==> src/rtl/mem_arb_pkg.sv <==
// Shared encodings and defaults for the two-port memory arbiter.
package mem_arb_pkg;

  typedef enum logic {
    OWN_M0 = 1'b0,
    OWN_M1 = 1'b1
  } owner_e;

  typedef enum logic {
    ST_IDLE  = 1'b0,
    ST_ISSUE = 1'b1
  } state_e;

  localparam int unsigned STARVE_LIMIT_DEF = 8;
  localparam int unsigned STARVE_CNT_W     = 8;

endpackage

==> src/rtl/arb_starve_ctr.sv <==
// Counts M0 wins that M1 sat through; saturates at LIMIT, cleared when M1 wins.
module arb_starve_ctr
  import mem_arb_pkg::*;
#(
  parameter int unsigned LIMIT = STARVE_LIMIT_DEF
) (
  input  logic                    clk,
  input  logic                    rst_n,
  input  logic                    inc,
  input  logic                    clr,
  output logic [STARVE_CNT_W-1:0] cnt
);

  localparam logic [STARVE_CNT_W-1:0] LIMIT_C = STARVE_CNT_W'(LIMIT);

  function automatic logic [STARVE_CNT_W-1:0] sat_inc(input logic [STARVE_CNT_W-1:0] v);
    return (v >= LIMIT_C) ? LIMIT_C : v + STARVE_CNT_W'(1);
  endfunction

  always_ff @(posedge clk or negedge rst_n) begin
    if (!rst_n) begin
      cnt <= '0;
    end else if (clr) begin
      cnt <= '0;
    end else if (inc) begin
      cnt <= sat_inc(cnt);
    end
  end

endmodule

==> src/rtl/mem_arbiter.sv <==
// Two-port arbiter in front of a 1-cycle synchronous memory: M0 (CPU) normally
// wins, M1 (debug/display) is forced through after STARVE_LIMIT lost rounds.
module mem_arbiter
  import mem_arb_pkg::*;
#(
  parameter int unsigned AW           = 32,
  parameter int unsigned DW           = 32,
  parameter int unsigned STARVE_LIMIT = STARVE_LIMIT_DEF
) (
  input  logic          clk,
  input  logic          rst_n,

  input  logic          m0_req,
  input  logic          m0_we,
  input  logic [AW-1:0] m0_addr,
  input  logic [DW-1:0] m0_wdata,
  output logic          m0_gnt,
  output logic          m0_rvalid,

  input  logic          m1_req,
  input  logic          m1_we,
  input  logic [AW-1:0] m1_addr,
  input  logic [DW-1:0] m1_wdata,
  output logic          m1_gnt,
  output logic          m1_rvalid,

  output logic [DW-1:0] rdata,

  output logic [AW-1:0] mem_addr,
  output logic [DW-1:0] mem_din,
  output logic          mem_we,
  input  logic [DW-1:0] mem_dout
);

  localparam logic [STARVE_CNT_W-1:0] LIMIT_C = STARVE_CNT_W'(STARVE_LIMIT);

  state_e                  state_q, state_d;
  owner_e                  owner_p1;
  logic                    we_p1;
  logic [AW-1:0]           addr_p1;
  logic [DW-1:0]           wdata_p1;
  logic                    m0_rvalid_p2, m1_rvalid_p2;
  logic [STARVE_CNT_W-1:0] starve_cnt;
  logic                    capture, m1_wins, issue_rd;
  logic                    starve_inc, starve_clr;

  assign m1_wins    = m1_req && (!m0_req || (starve_cnt >= LIMIT_C));
  assign starve_inc = capture && !m1_wins && m1_req;
  assign starve_clr = capture && m1_wins;

  arb_starve_ctr #(
    .LIMIT (STARVE_LIMIT)
  ) u_starve (
    .clk   (clk),
    .rst_n (rst_n),
    .inc   (starve_inc),
    .clr   (starve_clr),
    .cnt   (starve_cnt)
  );

  always_ff @(posedge clk or negedge rst_n) begin
    if (!rst_n) begin
      state_q <= ST_IDLE;
    end else begin
      state_q <= state_d;
    end
  end

  always_comb begin
    state_d  = state_q;
    capture  = 1'b0;
    m0_gnt   = 1'b0;
    m1_gnt   = 1'b0;
    mem_we   = 1'b0;
    issue_rd = 1'b0;
    case (state_q)
      ST_IDLE: begin
        if (m0_req || m1_req) begin
          capture = 1'b1;
          state_d = ST_ISSUE;
        end
      end
      ST_ISSUE: begin
        state_d  = ST_IDLE;
        m0_gnt   = (owner_p1 == OWN_M0);
        m1_gnt   = (owner_p1 == OWN_M1);
        mem_we   = we_p1;
        issue_rd = !we_p1;
      end
      default: state_d = ST_IDLE;
    endcase
  end

  // Stage 1: winner's request captured in IDLE, presented to memory during ISSUE
  always_ff @(posedge clk or negedge rst_n) begin
    if (!rst_n) begin
      owner_p1 <= OWN_M0;
      we_p1    <= 1'b0;
      addr_p1  <= '0;
      wdata_p1 <= '0;
    end else if (capture) begin
      owner_p1 <= m1_wins ? OWN_M1 : OWN_M0;
      we_p1    <= m1_wins ? m1_we    : m0_we;
      addr_p1  <= m1_wins ? m1_addr  : m0_addr;
      wdata_p1 <= m1_wins ? m1_wdata : m0_wdata;
    end
  end

  // Stage 2: read data returns from memory one cycle after ISSUE
  always_ff @(posedge clk or negedge rst_n) begin
    if (!rst_n) begin
      m0_rvalid_p2 <= 1'b0;
      m1_rvalid_p2 <= 1'b0;
    end else begin
      m0_rvalid_p2 <= issue_rd && (owner_p1 == OWN_M0);
      m1_rvalid_p2 <= issue_rd && (owner_p1 == OWN_M1);
    end
  end

  assign m0_rvalid = m0_rvalid_p2;
  assign m1_rvalid = m1_rvalid_p2;
  assign mem_addr  = addr_p1;
  assign mem_din   = wdata_p1;
  assign rdata     = mem_dout;

endmodule

==> config.mk <==
export PLATFORM = sky130hd
export DESIGN_NAME = mem_arbiter
export DESIGN_NICKNAME = d
export VERILOG_FILES = /design/src/rtl/mem_arb_pkg.sv /design/src/rtl/arb_starve_ctr.sv /design/src/rtl/mem_arbiter.sv
export SDC_FILE = /design/constraint.sdc
export NUM_CORES = 1
export LEC_CHECK = 0
export BUFFER_PORTS_ARGS = -buffer_cell sky130_fd_sc_hd__buf_2
export CAP_MARGIN = 20
export CORE_AREA = 3 3 104 106
export CTS_BUF_LIST = sky130_fd_sc_hd__clkbuf_8
export DETAILED_ROUTE_END_ITERATION = 6
export DIE_AREA = 0 0 107 109
export GPL_TIMING_DRIVEN = 0
export HOLD_SLACK_MARGIN = 0.1
export PLACE_DENSITY = 0.83
export SYNTH_ARGS = -nofsm -noshare
export SYNTH_HDL_FRONTEND = slang
export SYNTH_HIERARCHICAL = 1
export SYNTH_SLANG_ARGS = --single-unit
==> constraint.sdc <==
create_clock -name clk -period 4.66 [get_ports clk]
set_input_delay 0 -clock clk [delete_from_list [all_inputs] [get_ports clk]]
set_output_delay 0 -clock clk [all_outputs]
set_load 0.05 [all_outputs]
# Yosys cells after proc, flatten, opt, wreduce, memory -nomap -nowiden
# Cells that the tools add are included.
[op_classes]
magnitude_cmp = 1
n_reduce_logical = 12
mux = 14
bitwise = 2
n_addsub = 1
[op_table]
columns = ["cell", "n"]
rows = [
  ["$mux W32", 2],
  ["$mux W8", 3],
  ["$add A8 B1 Y8 const B", 1],
  ["$ge A8 B4 Y1 const B", 1],
  ["$mux W1", 8],
  ["$logic_and A1 B1 Y1", 6],
  ["$logic_not A1 Y1", 3],
  ["$logic_or A1 B1 Y1", 2],
  ["$not A1 Y1", 2],
  ["$pmux W1 S2", 1],
  ["$reduce_bool A2 Y1", 1],
]
[word_totals]
in_bits = 166
elab_cells = 38
regBits = 77
out_inout_bits = 101

# Depth between registers and ports, before layout
# Gate-level depths: netlist of the first run.
[depth]
word_depth = 8
depth_mapped = 7
ltp_nobuf = 6

# Cells and area by module
# The synthesis of the first run kept the hierarchy.
[modules_own_cells]
columns = ["mod", "area_each_um2", "cells_per_inst", "instances", "seq_area_each_um2"]
rows = [
  ["mem_arbiter", 3259.4, 269, 1, 1726.7],
  ["arb_starve_ctr", 435.4, 39, 1, 200.2],
]

# Worst setup path before layout of the first run
# Ideal clock, no wire load.
[synth_path]
kind = "register -> register"
from = "register u_starve.cnt[7]"
to = "register u_starve.cnt[5]"
arrival_time_ps = 1714
setup_ps = 130
n_path_buf = 2
required_ps = 4530
slack_ps = 2816
period_less_slack_ps = 1844
path_stages_with_launch = 8
path_cell_list = "dfrtp_1 nor4_4 a21oi_2 clkbuf_1 buf_2 o211a_1 a41oi_1 a211oi_1"
[synth_via]
word_cells_on_any_way = 11
classes_between = "1 x order compare; 3 x mux; 7 x reduce/logical"
[synth_rtl]
columns = ["item", "line", "text"]
rows = [
  ["from (decl)", "arb_starve_ctr.sv:11", "output logic [STARVE_CNT_W-1:0] cnt"],
  ["from (signal assigned)", "arb_starve_ctr.sv:26", "cnt <= sat_inc(cnt);"],
  ["$ge A8 B4 Y1 (*)", "mem_arbiter.sv:47", "assign m1_wins = m1_req && (!m0_req || (starve_cnt >= LIMIT_C));"],
  ["$logic_or A1 B1 Y1 (*)", "mem_arbiter.sv:47", ""],
  ["$logic_and A1 B1 Y1 (*)", "mem_arbiter.sv:47", ""],
  ["$logic_and A1 B1 Y1 (*)", "mem_arbiter.sv:49", "assign starve_clr = capture && m1_wins;"],
  ["named net starve_clr", "mem_arbiter.sv:45", "logic starve_inc, starve_clr;"],
  ["$mux W8 / $reduce_bool A2 Y1 (equally long branches)", "--", ""],
]
# Mark *: on every way through the listed nets, which the timed path passes. The rest lies on a longest branch. The select of a mux whose other input is x is not followed.
# A chain may end at the register's enable or synchronous reset.

# Final worst setup path of the first run
[layout_path]
from = "register state_q"
to = "register addr_p1[30] (netlist: mem_addr[30])"
[layout_via]
elab_chain_cells = 1
[layout_rtl]
columns = ["item", "line", "text"]
rows = [
  ["from (decl)", "mem_arbiter.sv:37", "state_e state_q, state_d;"],
  ["from (signal assigned)", "mem_arbiter.sv:65", "state_q <= state_d;"],
  ["$mux W1", "mem_arbiter.sv:76", "case (state_q)"],
  ["to (signal assigned)", "mem_arbiter.sv:104", "addr_p1 <= m1_wins ? m1_addr : m0_addr;"],
  ["to (decl)", "mem_arbiter.sv:40", "logic [AW-1:0] addr_p1;"],
]
# No other way between the ends.

==> results of run 1 <==
[layout make-up]
type                       instances  area (um^2)  share of cell area [%]
clock buffer                      11          151                    2.32
buffer                            55          368                    5.63
sequential                        77         1930                    29.5
clock inverter                     3         13.8                   0.211
timing repair buffer             366         2500                    38.3
inverter                           5         18.8                   0.287
antenna                            1         2.50                  0.0383
tap                              133          166                    2.55
multi-input combinational        171         1380                    21.1
[critical path, stage by stage, from the launching register on]
cell and delay [ns]:
dfrtp_1 0.41, o21bai_1 0.25, clkbuf_1 0.31, clkbuf_1 0.30
and2_1 0.22, a221o_1 0.26, dlygate4sd3_1 0.57
[cells in the final DEF (no fill, tap or decap), types with 2 or more instances in the layout]
master         Yosys  layout
buf_6              4       4
nor3b_1            3       3
nor2b_1            2       2
nand4_1            2       2
o21bai_1           2       2
clkinv_2           0       2
a41oi_1            2       2
nand2b_1           4       4
a221o_1           65      65
dfrtp_1           77      77
clkbuf_8           0      11
a211oi_1           2       2
clkbuf_1          10      10
nor4_4             2       2
ha_1               2       2
buf_4             32      33
dlygate4sd3_1      0     131
buf_2              9     242
inv_1              5       6
and2_1            67      67
nor2_1             2       2
a21oi_1            3       3
[metal layers]
metal / track usage (%) / vias to the layer above
met4: 11.6 / 0
met1: 26.7 / 1970
met3: 5.03 / 46
li1: - / 1866
met5: 0 / -
met2: 43.9 / 229
[power groups by stage]
stage / logic [mW] / clock network (mW) / registers, mW
2_1_floorplan: 0.415 / 0 / 1.47
3_3_place_gp: 1.27 / 0 / 0.936
3_5_place_dp: 1.29 / 0 / 0.943
4_1_cts: 1.55 / 0.455 / 0.935
5_1_grt: 1.66 / 0.478 / 0.964
6_report: 1.58 / 0.438 / 0.946
[kinds of logic after synthesis]
group / count (synthesis)
AOI/OAI and AO/OA: 80
adders and majority gates: 2
buffers and inverters: 60
xor gates and xnor gates: 1
DFF: 77
and+or+nand+nor: 88
[timing repair]
item | in CTS | in global routing
hold endpoints to repair | 142 | 0
setup buffers | 0 | 0
hold buffers | 131 | 0
[registers in the layout, indices dropped and copies added (netlist names)]
signal,flops
state_q,1
owner_p1,1
m0_rvalid,1
u_starve/cnt,8
mem_addr,32
mem_din,32
m1_rvalid,1
we_p1,1
[path summary, 6_finish.rpt]
kind / end / depth (start not counted)
min: mem_din[15]$_DFFE_PN0P_ / 2
min reg2reg: m0_rvalid$_DFF_PN0_ / 1
min in group clk: state_q$_DFF_PN0_ / 4
max: mem_addr[30]$_DFFE_PN0P_ / 6
max reg2reg: mem_addr[30]$_DFFE_PN0P_ / 6
max in group asynchronous: mem_addr[18]$_DFFE_PN0P_ / 3
==> results_dict.tcl, run 1 <==
set metrics [dict create \
    vias 4111 \
    clockRootBuffer "clkbuf_8" \
    synthXorXnorAreaFrac_pct 0.237 \
    routed_wl_um 14600 \
    cts_sinks 77 \
    period_minus_slack_ns 2.43 \
    maxUsedRoutingLayer "met4" \
    nets 853 \
    wl_met1_um 5440 \
    cts_resized 0 \
    synthesis.area_um2 3690 \
    clock_path_buffers 2 \
    ys_top_cells_by_count "77 x dfrtp_1, 67 x and2_1, 65 x a221o_1" \
    areaGrowthSynthToFinish_pct 76.8 \
    wl_per_cell_um 17.7 \
    avgSynthCellArea_um2 12.0 \
    regToRegSetupSlack_ns 2.23 \
    yosys.area_share.simple_pct 15.8 \
    placed_cell_area_um2 5050 \
    synth_cell_type_count 32 \
    ant_nets 0 \
    dp_cells 676 \
    die_area_um2 11700 \
    status "finished clean" \
    synth-seq-area-share_pct 52.2 \
    tns_ns 0 \
    synth_fa_ha_area_share_pct 0.677 \
    dr_wl_met2_um 7610 \
    cts_buffers 9 \
    rows 36 \
    p_leak_nw 3.32 \
    p_sw_mw 1.30 \
    synth_top_family_by_area "compound AO/OA/AOI/OAI gates" \
    dieHeight_um 109 \
    fmax_ghz 0.411 \
    grt_pass1_vias 4540 \
    ys.flop_type "dfrtp_1" \
    hpwl_um 8840 \
    gp_congestion 0.785 \
    boundaryPins 267 \
    r2r_start "state_q$_DFF_PN0_" \
    avgViaCountPerCell 5.00 \
    crit_type "reg -> reg" \
    yosysTopAreaCell "dfrtp_1" \
    muxShareOfSynthArea_pct 0 \
    power_mw 2.96 \
    p_seq_share_pct 32.0 \
    drc 0 \
    antenna_found_initial 0 \
    synth-edff-count 0 \
    end_kind "register" \
    postLayoutCoreUtil_pct 66.2 \
    swShare_pct 44.1 \
    comb_power_share_pct 53.2 \
    die_w_um 107 \
    slew_violations 0 \
    worstPathArrival_ns 2.65 \
    drv_cap 0 \
    crit_required_ns 4.88 \
    synthCells 308 \
    insertion_delay_ns 0.33 \
    ir_drop_mv 0.231 \
    slew_headroom_pct 63.3 \
    power_density_nw_per_um2 453 \
    setup-violations-final 0 \
    portBuffers 234 \
    p_int_mw 1.65 \
    fin_crit_sh_pct 52.2 \
    h-tree-depth 3 \
    crit_fanout 10 \
    clkTransAtPathRegs_ns 0.08 \
    yosys_register_bits 77 \
    synthArstFlopShare_pct 100 \
    yosys_warnings 6 \
    clock_skew_ns 0.00875 \
    critPathLaunchType "register" \
    coreArea_um2 9860 \
    wl_met3_um 1020 \
    synth_fp_nets 476 \
    design_area_um2 6530 \
    stdcell_count 822 \
    synth-compound-area-share_pct 20.7 \
    hold_ws_ns 0.158 \
    setup_ws_ns 2.23 \
    p_clk_share_pct 14.8 \
    hold_viol 0 \
    grt_max_degree 45 \
    crit_start "state_q$_DFF_PN0_" \
    start_util_pct 37.5 \
    place_ws_ns 2.41 \
    hp-class "in -> async" \
    n_fill_cell 720 \
    grt_use_total_pct 24.1 \
    drive_gt1_share_pct 43.5 \
    yosysMostFrequentCell "dfrtp_1" \
    grt_pass1_wl_um 21800 \
    drtIter0Drc 293 \
    netlist.area_leader.share_pct 52.2 \
    worstMarginPinSlew_ns 0.550 \
    grt_overflow 0 \
    cts_tree "built" \
    rsz0062_at_grt "false" \
    drt-pass1-iter-count 5 \
    synthTopCellsByArea "dfrtp_1 52%, a221o_1 18%, and2_1 11%" \
]
Note: power is estimated with default switching activity, not from simulation.
==> run 2: changes to the inputs <==
- CORE_AREA: 3 3 104 106 -> not set
- CORE_ASPECT_RATIO: not set -> 0.8
- CORE_MARGIN: not set -> 3
- CORE_UTILIZATION: not set -> 38
- DIE_AREA: 0 0 107 109 -> not set
- PLACE_DENSITY: 0.83 -> 0.89
- clock period: 4.66 -> 2.1 ns (I/O delays scaled with it)
==> results_dict.tcl, run 2 (same netlist as run 1, synthesis figures left out) <==
set metrics [dict create \
    avgViaCountPerCell 5.27 \
    cts_tree "built" \
    insertion_delay_ns 0.34 \
    status "finished clean" \
    start_util_pct 39.9 \
    worstPathArrival_ns 2.24 \
    grt_max_degree 48 \
    cts_buffers 9 \
    drv_cap 0 \
    clkTransAtPathRegs_ns 0.09 \
    clock_path_buffers 2 \
    dp_cells 658 \
    dieHeight_um 94.2 \
    hold_viol 0 \
    drt-pass1-iter-count 5 \
    nets 854 \
    end_kind "register" \
    antenna_found_initial 0 \
    vias 4251 \
    tns_ns 0 \
    cts_sinks 77 \
    slew_headroom_pct 65.9 \
    regToRegSetupSlack_ns 0.07 \
    ir_drop_mv 0.641 \
    grt_use_total_pct 27.1 \
    die_w_um 116 \
    multi_input_area_um2 1400 \
    power_density_nw_per_um2 997 \
    p_int_mw 3.67 \
    stdcell_count 807 \
    coreArea_um2 9270 \
    max_stage_delay_ns 0.47 \
    comb_power_share_pct 47.7 \
    portBuffers 234 \
    ant_nets 0 \
    worstMarginPinSlew_ns 0.512 \
    clockRootBuffer "clkbuf_8" \
    gp_congestion 0.837 \
    clock_skew_ns 0.0145 \
    routed_wl_um 15600 \
    critPathLaunchType "register" \
    areaGrowthSynthToFinish_pct 79.2 \
    drtIter0Drc 345 \
    slew_violations 0 \
    crit_type "reg -> reg" \
    layout_commonest_cell "buf_2" \
    die_area_um2 10900 \
    drive_gt1_share_pct 44.2 \
    setup-violations-final 0 \
    p_leak_nw 3.33 \
    grt_pass1_wl_um 23000 \
    final_cell_mix "240 x buf_2, 131 x dlygate4sd3_1, 76 x dfrtp_1, 67 x and2_1, 65 x a221o_1" \
    drc 0 \
    wl_per_cell_um 19.3 \
    crit_fanout 10 \
    fmax_ghz 0.493 \
    crit_family "compound AO/OA/AOI/OAI gates" \
    design_area_um2 6620 \
    p_seq_share_pct 32.0 \
    hp-class "in -> async" \
    period_minus_slack_ns 2.03 \
    grt_overflow 0 \
    rows 31 \
    worstPathCellList "nor4_4 -> a21oi_4 -> buf_4 -> clkbuf_4 -> o211a_1 -> a41oi_1 -> a211oi_1" \
    h-tree-depth 3 \
    slowest_stage "dfrtp_2" \
    p_clk_share_pct 20.2 \
    crit_required_ns 2.31 \
    n_fill_cell 564 \
    fin_crit_sh_pct 96.5 \
    cp_num_buf_inv 2 \
    placed_cell_area_um2 5040 \
    boundaryPins 267 \
    swShare_pct 44.4 \
    p_sw_mw 2.93 \
    register_area_um2 1930 \
    grt_pass1_vias 4489 \
    hpwl_um 9290 \
]
==> run 2: cell types whose count changed in the layout (fill, tap and decap cells not counted), sizes merged <==
cell | before | now
bufinv | 0 | 3
clkbuf | 21 | 20
clkinvlp | 0 | 1
diode | 1 | 2
clkinv | 2 | 1
==> run 2: worst paths after layout <==
path	startpoint	endpoint	cells past startpoint
min in group clk	m1_req	state_q$_DFF_PN0_	4
min	rst_n	mem_addr[25]$_DFFE_PN0P_	2
max reg2reg	u_starve/cnt[4]$_DFFE_PN0P_	u_starve/cnt[5]$_DFFE_PN0P_	7
max in group asynchronous	rst_n	u_starve/cnt[4]$_DFFE_PN0P_	3
min reg2reg	owner_p1$_DFFE_PN0P_	m0_rvalid$_DFF_PN0_	1
max	u_starve/cnt[4]$_DFFE_PN0P_	u_starve/cnt[5]$_DFFE_PN0P_	7
==> run 2: worst register-to-register path: cells and delay by family, from the launching register on <==
| family | cells | cell delay, ns |
|---|---|---|
| compound gates | 4 | 0.64 |
| buf+inv | 2 | 0.40 |
| flops | 1 | 0.47 |
| simple gates | 1 | 0.40 |
==> run 2: power by group through the flow <==
| stage | logic, mW | registers (mW) | clock network [mW] |
|---|---|---|---|
| 6_report | 3.15 | 2.11 | 1.34 |
| 5_1_grt | 3.29 | 2.15 | 1.42 |
| 4_1_cts | 3.08 | 2.08 | 1.37 |
| 3_5_place_dp | 2.88 | 2.10 | 0 |
| 3_3_place_gp | 2.81 | 2.07 | 0 |
| 2_1_floorplan | 0.920 | 3.25 | 0 |
==> run 2: per-stage QoR <==
step                setup WS [ns]  power (mW)  hold slack (ns)  util (%)
finish                     0.0727        6.60            0.144      71.4
global route             -0.00769        6.86            0.148      71.4
CTS                        0.0370        6.52            0.119      71.1
detailed placement         -0.125        4.98          -0.0384      54.4
global placement          -0.0448        4.89            0.228      54.0
floorplan                   0.256        4.17           -0.296         -
==> run 2: metal layers <==
layer,global-route usage (%),up-vias,share of wire (%)
li1,-,1875,-
met1,31.5,2038,37
met2,45.8,296,50
met3,8.50,42,9.6
met4,12.2,0,2.8
met5,0,-,0
==> run 2: timing repair <==
item | in CTS | in global routing
setup buffers | 0 | 1
endpoints found under the hold margin | 142 | 0
resized for setup | 1 | 8
pin swaps | 0 | 1
hold buffers | 131 | 0
endpoints found under the setup margin | 2 | 2
==> run 2: area by class of cell <==
class	instances	share of cell area, %
timing repair buffer	367	38.1
sequential	77	29.1
multi-input combinational	171	21.1
buffer	55	5.69
tap	115	2.17
clock buffer	9	1.87
clock inverter	6	1.68
inverter	5	0.283
antenna	2	0.0756
